[config.mk]
export PLATFORM = sky130hd
export DESIGN_NAME = buffered_port
export DESIGN_NICKNAME = d
export VERILOG_FILES = /design/src/rtl/buffered_port.sv
export SDC_FILE = /design/constraint.sdc
export NUM_CORES = 1
export LEC_CHECK = 0
export CAP_MARGIN = 20
export CORE_MARGIN = 10
export CORE_UTILIZATION = 49
export DETAILED_ROUTE_END_ITERATION = 6
export GPL_TIMING_DRIVEN = 0
export PLACE_DENSITY = 0.77
export SYNTH_ARGS = -nofsm -noshare
export SYNTH_HDL_FRONTEND = slang
export SYNTH_HIERARCHICAL = 1
export SYNTH_SLANG_ARGS = --single-unit
[constraint.sdc]
create_clock -name clk -period 2.35 [get_ports clk]
set_input_delay 0.47 -clock clk [delete_from_list [all_inputs] [get_ports clk]]
set_output_delay 0.47 -clock clk [all_outputs]
set_load 0.1 [all_outputs]
[src/rtl/buffered_port.sv]
// Buffered bidirectional channel: two independent DEPTH-word FIFOs
// between nodes A and B, with combinational and sticky panic reporting.

// One direction of the channel: a circular buffer with explicit pointer wrap.
module buffered_port_fifo #(
   parameter int N     = 8,
   parameter int DEPTH = 4,
   localparam int CW   = $clog2(DEPTH + 1),
   localparam int PW   = (DEPTH > 1) ? $clog2(DEPTH) : 1
) (
   input  logic          clk,
   input  logic          reset,
   input  logic          push,
   input  logic [N-1:0]  wdata,
   input  logic          pop,
   output logic [N-1:0]  rdata,
   output logic          full,
   output logic          avail,
   output logic [CW-1:0] count,
   output logic          err
);

   logic [N-1:0]  mem_q [DEPTH];
   logic [PW-1:0] wr_ptr_q, wr_ptr_d;
   logic [PW-1:0] rd_ptr_q, rd_ptr_d;
   logic [CW-1:0] count_q, count_d;
   logic          do_push, do_pop;

   // Status and read port come only from registered count; no bypass.
   always_comb begin
      full    = (count_q == CW'(DEPTH));
      avail   = (count_q != '0);
      do_push = push & ~full;
      do_pop  = pop & avail;
      err     = (push & full) | (pop & ~avail);
      count   = count_q;
      rdata   = '0;
      if (do_pop) begin
         rdata = mem_q[rd_ptr_q];
      end
   end

   // Next pointers and count; an illegal op leaves its side untouched.
   always_comb begin
      wr_ptr_d = wr_ptr_q;
      rd_ptr_d = rd_ptr_q;
      count_d  = count_q;
      if (reset) begin
         wr_ptr_d = '0;
         rd_ptr_d = '0;
         count_d  = '0;
      end else begin
         if (do_push) begin
            if (wr_ptr_q == PW'(DEPTH - 1)) begin
               wr_ptr_d = '0;
            end else begin
               wr_ptr_d = wr_ptr_q + 1'b1;
            end
         end
         if (do_pop) begin
            if (rd_ptr_q == PW'(DEPTH - 1)) begin
               rd_ptr_d = '0;
            end else begin
               rd_ptr_d = rd_ptr_q + 1'b1;
            end
         end
         case ({do_push, do_pop})
            2'b10:   count_d = count_q + 1'b1;
            2'b01:   count_d = count_q - 1'b1;
            default: count_d = count_q;
         endcase
      end
   end

   // Pointer and count registers.
   always_ff @(posedge clk) begin
      wr_ptr_q <= wr_ptr_d;
      rd_ptr_q <= rd_ptr_d;
      count_q  <= count_d;
   end

   // Storage; contents are not cleared by reset.
   always_ff @(posedge clk) begin
      if (!reset && do_push) begin
         mem_q[wr_ptr_q] <= wdata;
      end
   end

endmodule

// Top level: A->B and B->A FIFOs plus panic aggregation.
module buffered_port #(
   parameter int N     = 8,
   parameter int DEPTH = 4,
   localparam int CW   = $clog2(DEPTH + 1)
) (
   input  logic          clk,
   input  logic          reset,
   output logic          a_blocked,
   output logic          a_avail,
   input  logic          a_read,
   output logic [N-1:0]  a_in,
   input  logic          a_write,
   input  logic [N-1:0]  a_out,
   output logic          b_blocked,
   output logic          b_avail,
   input  logic          b_read,
   output logic [N-1:0]  b_in,
   input  logic          b_write,
   input  logic [N-1:0]  b_out,
   output logic [CW-1:0] ab_count,
   output logic [CW-1:0] ba_count,
   output logic          panic,
   output logic          panic_sticky
);

   logic ab_err, ba_err;
   logic sticky_q, sticky_d;

   buffered_port_fifo #(.N(N), .DEPTH(DEPTH)) u_ab (
      .clk   (clk),
      .reset (reset),
      .push  (a_write),
      .wdata (a_out),
      .pop   (b_read),
      .rdata (b_in),
      .full  (a_blocked),
      .avail (b_avail),
      .count (ab_count),
      .err   (ab_err)
   );

   buffered_port_fifo #(.N(N), .DEPTH(DEPTH)) u_ba (
      .clk   (clk),
      .reset (reset),
      .push  (b_write),
      .wdata (b_out),
      .pop   (a_read),
      .rdata (a_in),
      .full  (b_blocked),
      .avail (a_avail),
      .count (ba_count),
      .err   (ba_err)
   );

   // Panic is suppressed while reset discards the channel state.
   always_comb begin
      panic        = (ab_err | ba_err) & ~reset;
      sticky_d     = reset ? 1'b0 : (sticky_q | panic);
      panic_sticky = sticky_q;
   end

   // Sticky panic register.
   always_ff @(posedge clk) begin
      sticky_q <= sticky_d;
   end

endmodule

==> metrics.cfg <==
[die]
core-area_um2=6869
rows=30
pin_count=50
dieHeight_um=104.7
initial_utilization_pct=51.18
die-area_um2=10960
dieWidth_um=104.7

[placed_design]
routabilityCongestion=0.7620
dpl.hpwl_um=4275
dp.cells=360
io_buffer_count=49

[global_routing]
groute.usage.overall_pct=12.26
grt_pass1_wl_um=10530
grt_start_max_net_pins=15
first_global_vias=2044
overflow=0
antenna_found_initial=0

[job]
drv_cap=0

[final_layout]
layout_commonest_cell=edfxtp_1
areaGrowthSynthToFinish_pct=27.26
drive_gt1_share_pct=40.57
n_antenna_cell=0
fin_util_pct=65.14
most-common-layout-cells=edfxtp_1 (64), clkdlybuf4s50_1 (21), buf_4 (18)
layoutNonFillerInstCount=377
nFillCells=518
nNetsFinal=312

[power]
peakVddDrop_mv=1.432
power.density_nw_per_um2=1226
finalPower_mw=5.483
p_leak_nw=1.606

[clocking]
clockBufferDepth=2
cts-root-buf=clkbuf_8
htree_levels=3
cts.sinks=83
clk_latency_ps=360
holdBufCountCts=0
cts_tree=done
cts_made_buffers=9
cts.clk_slew.worst_paths_ps=80

[synth]
netlist_area_um2=3516
synth_edf_count=64
synth_seq_area_share_pct=65.48
synth_seq_cells=83
yosysWarnings=6
avgSynthCellArea_um2=16.35
synthArstFlopShare_pct=0
synth.distinct_cells=30
synth_flop_cell=edfxtp_1
synthCells=215
syn_nets=251

[setup_path]
endpoint_kind=output port
path_cells=or3_2, o22ai_2, nor2_1, nor2_4, buf_12
worstPathRequired_ps=1880
r2r-start=u_ba/count[0]
crit_family=simple AND/OR/NAND/NOR gates
critPathMaxFanout=6
critical_path_buf_inv_count=1
cpPeakStageDelay_ps=500
critPathArrivalTime_ps=1840
rrSetupSlack_ps=110
cp-start-kind=register
criticalPathCategory=register to output port
crit_slowest_cell=or3_2
r2r_end=u_ba/count[2]
rr_worst_depth=10

[hold_path]
holdPathEnd=panic_sticky
hold_depth=2
hold_class=register to register
worstHoldStart=panic_sticky

[sta]
period_share_pct=98.09
setup_tns_ps=0
timing.hold.ws_ps=497.2
slew_headroom_pct=35.33
hold_viol=0
worstMarginPinSlew_ps=968.5
skew_ps=9.749
slew_viol_final=0
setup_violations=0
fmax_ghz=0.4338
rsz0062_at_grt=yes
min_period_ps=2305

[outcome]
status=completed

[detailed_routing]
vias_per_cell=5.191
route.detailed.drc=0
routed-via-count=1957
wirelength_um=6478
post_drt_wl_per_cell_um=17.18
first_pass_iters=4
drt_iter0_drc=83
drtAntennaViolNets=0

area by class of cell:
type / instances / area, um^2 / share of cell area [%]
sequential: 83 / 2322 / 51.90
multi-input combinational: 107 / 1210 / 27.04
timing repair buffer: 52 / 469.2 / 10.49
clock buffer: 10 / 127.6 / 2.852
tap: 96 / 120.1 / 2.685
inverter: 17 / 91.34 / 2.041
clock inverter: 6 / 88.84 / 1.985
buffer: 6 / 45.04 / 1.007
per-stage QoR:
step	area, um^2	setup slack (ps)
global placement	4247	-749.7
CTS	4382	-43.59
finish	4474	44.85
global route	4474	-25.25
floorplan	3636	-231.3
detailed placement	4247	-743.8
timing repair:
action / in CTS / in global routing
pin swaps: 0 / 1
cloned: 0 / 1
setup endpoints to repair: 28 / 21
setup buffers: 0 / 2
resized for setup: 103 / 40
hold endpoints to repair: 0 / 0
routing by layer:
metal,vias up,part of all wire [%],global-route usage [%]
li1,919,-,-
met1,980,44,15.18
met2,51,48,18.71
met3,7,5.7,4.238
met4,0,1.7,6.176
met5,-,0,0
logic make-up after synthesis:
family	share of synthesized area (%)
fa+ha+maj	5.409
buf+inv	3.381
simple gates	10.18
compound gates	3.452
flops	65.48
mux	11.10
xor+xnor	0.9966
state kept, by name, indices dropped and copies added (netlist names), named ones only:
register       flops
panic_sticky       1
u_ab/mem_q        32
u_ba/mem_q        32
u_ab/rd_ptr_q      2
u_ba/wr_ptr_q      2
u_ba/rd_ptr_q      2
u_ba/count         3
u_ab/count         3
u_ab/wr_ptr_q      2
where the power goes:
| group | leakage [nW] | total [mW] | switching, mW | internal, mW |
|---|---|---|---|---|
| logic | 0.762 | 2.50 | 1.73 | 0.763 |
| clock network | 0.103 | 1.11 | 0.508 | 0.600 |
| registers | 0.741 | 1.88 | 0.130 | 1.75 |
how the worst max path moves through the flow:
stage                             start  cells past startpoint    end
after global routing      u_ab/count[0]                      5  panic
after global placement          b_write                      6  panic
after floorplan           u_ab/count[0]                      4  panic
final                     u_ab/count[0]                      5  panic
after detailed placement        b_write                      6  panic
after CTS                 u_ab/count[0]                      5  panic
worst register-to-register path, delay by kind of cell (launching register included):
| kind | cells | cell delay, ps |
|---|---|---|
| simple gates | 3 | 830 |
| fa+ha+maj | 2 | 500 |
| buf+inv | 3 | 200 |
| flops | 1 | 370 |
| compound gates | 1 | 120 |
| xor+xnor | 1 | 160 |
Yosys cell counts (all sizes together) (4+ instances only):
master  count  area share (%)
a21oi       7             1.1
buf         6             1.1
dfxtp      19              11
edfxtp     64              55
ha         12             4.3
inv        15             1.6
mux4       16              10
nand3       4            0.57
nor2       12             1.4
nor2b      16             2.8
nor3b       8             2.8
o21ai       4            0.57
o31ai       4             1.4
or3         6             1.2
No activity file was read; power rests on OpenSTA's default activity.
